===== config.mk =====
export PLATFORM = sky130hd
export DESIGN_NAME = note_roll_ctrl
export DESIGN_NICKNAME = d
export VERILOG_FILES = /design/src/rtl/note_roll_ctrl.sv
export SDC_FILE = /design/constraint.sdc
export NUM_CORES = 1
export LEC_CHECK = 0
export ABC_AREA = 1
export BUFFER_PORTS_ARGS = -buffer_cell sky130_fd_sc_hd__buf_2
export CAP_MARGIN = 20
export CORE_ASPECT_RATIO = 0.6
export CORE_MARGIN = 1
export CORE_UTILIZATION = 60
export DETAILED_ROUTE_END_ITERATION = 10
export PLACE_DENSITY = 0.9
export REMOVE_ABC_BUFFERS = 1
export SETUP_SLACK_MARGIN = 0.1
export SYNTH_ARGS = -nofsm -noshare
export SYNTH_HDL_FRONTEND = slang
export SYNTH_SLANG_ARGS = --single-unit

===== constraint.sdc =====
create_clock -name clk -period 35.5 [get_ports clk]
set_clock_uncertainty 0.2 [all_clocks]
set_input_delay 3.55 -clock clk [delete_from_list [all_inputs] [get_ports clk]]
set_output_delay 3.55 -clock clk [all_outputs]
set_load 0.05 [all_outputs]

===== src/rtl/note_roll_ctrl.sv =====
// Piano-roll note history recorder with VGA pixel compositing.
// Notes are latched into a NUM_SLOTS x NUM_NOTES bit history, one time slot per
// TICK_DIV cycles, and the history is painted over the incoming graph overlay.
module note_roll_ctrl #(
    parameter int unsigned NUM_SLOTS = 20,
    parameter int unsigned NUM_NOTES = 12,
    parameter int unsigned TICK_DIV  = 25_000_000,
    parameter int unsigned PLOT_X0   = 65,
    parameter int unsigned SLOT_W    = 27,
    parameter int unsigned ROW_Y0    = 30,
    parameter int unsigned ROW_H     = 35,
    parameter int unsigned WRAP      = 0
) (
    input  logic       clk,
    input  logic       reset,
    input  logic       start,
    input  logic       clear,
    input  logic       note_valid,
    input  logic [3:0] note_idx,
    input  logic [9:0] x,
    input  logic [8:0] y,
    input  logic [7:0] gr_r,
    input  logic [7:0] gr_g,
    input  logic [7:0] gr_b,
    output logic [7:0] r,
    output logic [7:0] g,
    output logic [7:0] b,
    output logic       busy,
    output logic       recording,
    output logic       full,
    output logic [4:0] slot
);

    localparam int unsigned TICK_W  = (TICK_DIV > 1) ? $clog2(TICK_DIV) : 1;
    localparam int unsigned PLOT_X1 = PLOT_X0 + NUM_SLOTS * SLOT_W;
    localparam int unsigned ROW_Y1  = ROW_Y0 + NUM_NOTES * ROW_H;
    localparam logic [23:0] CURSOR  = {8'd64, 8'd64, 8'd64};

    typedef enum logic [1:0] {
        S_CLEAR  = 2'd0,
        S_IDLE   = 2'd1,
        S_RECORD = 2'd2,
        S_DONE   = 2'd3
    } state_t;

    state_t                             state_q, state_d;
    logic [4:0]                         ptr_q, ptr_d;
    logic [4:0]                         slot_q, slot_d;
    logic [TICK_W-1:0]                  tick_q, tick_d;
    logic [NUM_SLOTS-1:0][NUM_NOTES-1:0] hist_q, hist_d;
    logic                               busy_q, busy_d;
    logic                               recording_q, recording_d;
    logic                               full_q, full_d;
    logic [7:0]                         r_q, r_d;
    logic [7:0]                         g_q, g_d;
    logic [7:0]                         b_q, b_d;

    // Pixel path intermediates
    logic [9:0]  dx;
    logic [8:0]  dy;
    logic        in_area;
    logic [4:0]  col;
    logic [3:0]  row;
    logic        hit;
    logic [23:0] pal;

    // Fixed per-pitch colour table, row 0 = C.
    function automatic logic [23:0] palette(input logic [3:0] idx);
        logic [23:0] c;
        case (idx)
            4'd0:    c = {8'd90,  8'd222, 8'd0};
            4'd1:    c = {8'd219, 8'd221, 8'd0};
            4'd2:    c = {8'd219, 8'd95,  8'd0};
            4'd3:    c = {8'd188, 8'd0,   8'd0};
            4'd4:    c = {8'd233, 8'd0,   8'd88};
            4'd5:    c = {8'd233, 8'd0,   8'd226};
            4'd6:    c = {8'd111, 8'd0,   8'd231};
            4'd7:    c = {8'd0,   8'd0,   8'd216};
            4'd8:    c = {8'd0,   8'd89,  8'd233};
            4'd9:    c = {8'd0,   8'd227, 8'd233};
            4'd10:   c = {8'd0,   8'd230, 8'd108};
            4'd11:   c = {8'd0,   8'd211, 8'd0};
            default: c = 24'd0;
        endcase
        return c;
    endfunction

    // Next-state logic: sweep, slot timing and note capture into the history.
    always_comb begin
        state_d = state_q;
        ptr_d   = ptr_q;
        slot_d  = slot_q;
        tick_d  = tick_q;
        hist_d  = hist_q;

        if (clear) begin
            state_d = S_CLEAR;
            ptr_d   = 5'd0;
            slot_d  = 5'd0;
            tick_d  = '0;
        end else begin
            case (state_q)
                S_CLEAR: begin
                    hist_d[ptr_q] = '0;
                    if (ptr_q == 5'(NUM_SLOTS - 1)) begin
                        ptr_d   = 5'd0;
                        state_d = S_IDLE;
                    end else begin
                        ptr_d = ptr_q + 5'd1;
                    end
                end
                S_IDLE, S_DONE: begin
                    if (start) begin
                        state_d = S_RECORD;
                        slot_d  = 5'd0;
                        tick_d  = '0;
                    end
                end
                S_RECORD: begin
                    if (tick_q == TICK_W'(TICK_DIV - 1)) begin
                        tick_d = '0;
                        if (slot_q < 5'(NUM_SLOTS - 1)) begin
                            slot_d = slot_q + 5'd1;
                            // In wrap mode each slot is wiped as it becomes current
                            if (WRAP != 0) begin
                                hist_d[slot_q + 5'd1] = '0;
                            end
                        end else if (WRAP == 0) begin
                            state_d = S_DONE;
                        end else begin
                            slot_d    = 5'd0;
                            hist_d[0] = '0;
                        end
                    end else begin
                        tick_d = tick_q + TICK_W'(1);
                    end
                    // Applied after the wipe so a wrap-cycle note always survives
                    if (note_valid && (note_idx < 4'(NUM_NOTES))) begin
                        hist_d[slot_q][note_idx] = 1'b1;
                    end
                end
                default: state_d = S_CLEAR;
            endcase
        end

        busy_d      = (state_d == S_CLEAR);
        recording_d = (state_d == S_RECORD);
        full_d      = (state_d == S_DONE);
    end

    // Pixel compositing: history colour, then cursor column, then overlay.
    always_comb begin
        dx      = x - 10'(PLOT_X0);
        dy      = y - 9'(ROW_Y0);
        in_area = (x >= 10'(PLOT_X0)) && (x < 10'(PLOT_X1)) &&
                  (y >= 9'(ROW_Y0))   && (y < 9'(ROW_Y1));
        col     = 5'd0;
        row     = 4'd0;
        if (in_area) begin
            col = 5'(dx / 10'(SLOT_W));
            row = 4'(dy / 9'(ROW_H));
        end
        hit = in_area && hist_q[col][row];
        pal = palette(row);

        r_d = gr_r;
        g_d = gr_g;
        b_d = gr_b;
        if (hit) begin
            {r_d, g_d, b_d} = pal;
        end else if (in_area && recording_q && (col == slot_q)) begin
            {r_d, g_d, b_d} = CURSOR;
        end
    end

    // Control and pixel registers with synchronous reset.
    always_ff @(posedge clk) begin
        if (reset) begin
            state_q     <= S_CLEAR;
            ptr_q       <= 5'd0;
            slot_q      <= 5'd0;
            tick_q      <= '0;
            busy_q      <= 1'b1;
            recording_q <= 1'b0;
            full_q      <= 1'b0;
            r_q         <= 8'd0;
            g_q         <= 8'd0;
            b_q         <= 8'd0;
        end else begin
            state_q     <= state_d;
            ptr_q       <= ptr_d;
            slot_q      <= slot_d;
            tick_q      <= tick_d;
            busy_q      <= busy_d;
            recording_q <= recording_d;
            full_q      <= full_d;
            r_q         <= r_d;
            g_q         <= g_d;
            b_q         <= b_d;
        end
    end

    // History array; no reset needed since reset enters the clearing sweep.
    always_ff @(posedge clk) begin
        hist_q <= hist_d;
    end

    assign r         = r_q;
    assign g         = g_q;
    assign b         = b_q;
    assign busy      = busy_q;
    assign recording = recording_q;
    assign full      = full_q;
    assign slot      = slot_q;

endmodule


* After elaboration in Yosys (flattened, before gate mapping) *
Memories as Yosys holds them, arrays and structs flattened.
Cells that the tools add are included.

word-level totals
  flip-flop bits (word level) = 304
  ROM bits = 384
  output and inout port bits = 32
  logic and storage cells = 124
  memories kept = 1

memory list
  name             depth  width  rd ports  clocked after memory_dff  wr ports  line  text
  (no name shown)  16     24     1         0                         0         70    case (idx)

operators by class
  add/subtract/negate cells = 5
  div/mod/pow operators = 2
  order comparisons = 14
  equality and inequality tests = 12
  muxes and demuxes = 36
  bitwise operators = 4
  reductions and logical operators = 20

operator list
  cell                   count
  $pmux 240 s2           1
  $and 240x240->240      1
  $mux 240               1
  $not 240->240          1
  $or 240x240->240       1
  $demux 12 s5           2
  $bmux 12 s5            1
  $mux 12                5
  $mux 25                2
  $pmux 25 s2            1
  $mux 8                 6
  $add 25x1->25 const B  1
  $eq 25x25->1 const B   1
  $mux 5                 5
  $lt 5x6->1 const B     3
  $add 5x1->5 const B    2
  $div 10x5->10 const B  1
  $ge 10x7->1 const B    1
  $ge 5x1->1 const B     2
  $logic_and 1x1->1      10
  $lt 10x10->1 const B   1
  $lt 4x5->1 const B     2
  $mux 2                 5
  $pmux 5 s2             1
  25 further kinds       36

* Longest topological paths before layout *
  depth after elaboration = 11
  depth in mapped cells = 57
  gate-level depth less buffers = 55

* Worst setup path before layout *
OpenSTA, ideal clock, no wires.

  kind = in2reg
  from = input clear
  to = register hist_q[0] (netlist name), enable pin
  data arrival time = 20.960 ns
  required time = 34.104 ns
  slack = 13.144 ns
  stages = 1
  cell sequence = a211oi_1

between the ends
  longest elaborated chain between the ends = 2

ends and longest elaborated chain
  what                               line  text
  start, declared                    17    input logic clear,
  $not 1->1 (no source line)         n/a
  $reduce_and 2->1 (no source line)  n/a
  end signal, assigned               205   hist_q <= hist_d;
  end, declared                      50    logic [NUM_SLOTS-1:0][NUM_NOTES-1:0] hist_q, hist_d;

No other way between the ends.
A chain may end at the register's enable or synchronous reset.

* Final worst setup path *
  from = input x[0]
  to = register b_q[4] (netlist: b[4])

between the ends
  longest elaborated chain between the ends = 11
  elaborated cells on any way between the ends = 20
  those cells by class = 1 x add/sub; 1 x div; 2 x order compare; 1 x eq/ne; 8 x mux; 6 x reduce/logical; 1 x memory

ends and longest elaborated chain
  what                                                                    line  text
  start, declared                                                         20    input logic [9:0] x,
  parallel branches: the longest is 10 deep, another holds $sub 10x7->10  n/a
  $mux 8 *                                                                169   if (hit) begin
  end signal, assigned                                                    188   b_q <= 8'd0;
  end signal, assigned                                                    199   b_q <= b_d;
  end, declared                                                           56    logic [7:0] b_q, b_d;

Mark *: on every way between the ends. The select of a mux whose other input is x is not followed.

==> flow_summary.ini <==
[synth]
synth_top_area_share_pct = 38.9
synth_sequential_area_ratio_pct = 45.8
synth-seq-cells = 304
avgSynthCellArea_um2 = 7.99
ys_warn_count = 0
ys_types = 59
postSynth.asyncResetShare_pct = 0
yosysMostFrequentCell = nand2_1
synthTopCellsByCount = nand2_1, o21ai_0, nand3_1
syn_area_um2 = 18500
synth_enable_flop_cells = 240
yosysTopAreaCell = edfxtp_1
yosys_most_used_dff = edfxtp_1
postSynthCellCount = 2318
synthTopCellsByArea = edfxtp_1, o21ai_0, nand2_1, nand3_1, dfxtp_1

[grt]
grt_max_degree = 173
grt_pass1_wl_mm = 89.8
grt_pass1_vias = 16000
antenna_found_initial = 2
grt_overflow = 0
grt_usage_pct = 35.6

[timing]
fmax_mhz = 93.5
max-slew-margin-rel_pct = 16.8
final_max_slew_viol_count = 0
grt_setup_unrepaired = no
tns_ns = 0
period_needed_ns = 10.69
period_share_pct = 30.1
tightestPinTransition_ns = 1.25
worst_slack_ns = 24.81
final_hold_viol_count = 0
setup_violations = 0

[place]
detailedPlace.worstSlack_ns = 24.52
gp_congestion = 1.02
io_buffers = 83
dp_hpwl_mm = 38.3

[drt]
dr.pass1.iters = 7
drc = 0
ant_nets = 0
avgViaCountPerCell = 6.57
drtIter0Drc = 3604
dr_total_vias = 17900
wirelength_mm = 58.0
wl_per_cell_um = 21.3

[floorplan]
io_pins = 84
die_w_um = 229
die_h_um = 138
placementRows = 49
start_util_pct = 61.4
die-area_um2 = 31600
coreArea_um2 = 30200

[setup_path]
cp.required_ns = 35.76
worstSetupPathType = input pin to flip-flop
cpMaxStageDelayCell = clkinv_1
crit_path_max_incr_delay_ns = 0.77
cp_data_arrival_time_ns = 10.95
path_common_cell = nand2_1
path_max_fanout = 62
crit_path_end_kind = flip-flop
startpoint_type = input pin

[cts]
holdBufCountCts = 0
clockRootBuffer = clkbuf_16
cts_buffers = 29
ctsResizeCount = 0
cts_tree = built
clock-sinks = 304
clk_latency_ns = 0.60
cts_max_level = 1
path_clk_slew_ns = 0.07
postCtsSetupRepairBufs = 0
clockBufferDepth = 3

[power]
ir_drop_mv = 0.0678
p_per_area_nw_per_um2 = 65.7
p_leak_nw = 7.82

[worst_hold_path]
hold_class = flip-flop to flip-flop

[outcome]
status = complete, no violations

[final_layout]
n_antenna_cell = 0
drive_gt1_share_pct = 10.3
fin_nets = 2368
area_growth_pct = 6.04

[job]
cap_violations = 0
path summary, 6_finish.rpt:
| path | startpoint | cells after the start | slack [ns] | end |
|---|---|---|---|---|
| setup / recovery | x[0] | 53 | 24.81 | b[4]$_SDFF_PP0_ |
| hold / removal | tick_q[22]$_SDFFE_PP0P_ | 2 | 0.29 | tick_q[22]$_SDFFE_PP0P_ |
| setup reg to reg | state_q[1]$_SDFF_PP0_ | 7 | 31.81 | hist_q[130]$_DFFE_PP_ |
| hold reg to reg | tick_q[22]$_SDFFE_PP0P_ | 2 | 0.29 | tick_q[22]$_SDFFE_PP0P_ |
layer usage:
layer  vias up  GRT usage (%)  routed length [µm]  part of all wire [%]
met3       151           13.1               10200                    18
met2      1490           49.3               23500                    41
li1       7939              -                   -                     -
met1      8294           52.8               22700                    39
met5         -              0                   0                     0
met4         0           8.07                1570                   2.7
power breakdown:
part	switching (mW)	internal [mW]
registers	0.00935	0.409
logic	0.424	0.138
clock network	0.142	0.169
total	0.575	0.716
state kept, by name, indices dropped and copies added (netlist names):
signal / cells
full: 1
hist_q: 240
state_q: 2
busy: 1
b: 8
r: 8
tick_q: 25
recording: 1
ptr_q: 5
slot: 5
g: 8
cell families after synthesis:
logic type | synth area share, %
compound gates | 16.7
xor+xnor | 1.09
simple gates | 25.5
flops | 45.8
buf+inv | 9.24
fa+ha+maj | 1.69
area by class of cell:
type	instances	area, µm²
inverter	212	803
clock inverter	15	134
sequential	304	8490
tap	408	510
clock buffer	37	776
multi-input combinational	1645	8360
fill	2451	10500
timing repair buffer	99	572
cell usage in the layout (no fill, tap or decap), drive strengths merged, types with 6 or more instances in the layout:
master  instances
clkinv         16
inv           209
xnor2           6
nand3         341
nor3           29
o22ai          70
edfxtp        240
a221oi          6
nand4          11
o21bai         10
a211oi          6
dfxtp          64
xor2           17
buf            99
nor2          123
a21oi          64
nand2         509
ha             25
clkbuf         37
o21ai         399
through the flow:
step	instance area [µm²]	instances	total power, mW	util [%]	hold WS, ns
after floorplan	17600	2161	0.789	-	0.258
after CTS	19600	2718	1.25	65.0	0.288
after detailed placement	18700	2666	0.949	62.0	0.278
after global placement	18700	2666	0.937	62.0	0.267
final	19600	2720	1.29	65.1	0.290
after global routing	19600	2720	1.34	65.1	0.307
worst max-delay path, delay by kind of cell:
kind	cells	cell delay (ns)
AOI/OAI and AO/OA	1	0.11
adders and majority gates	2	0.36
buffers and inverters	8	2.28
and+or+nand+nor	42	4.54
Power figures use the tool's default switching activity.
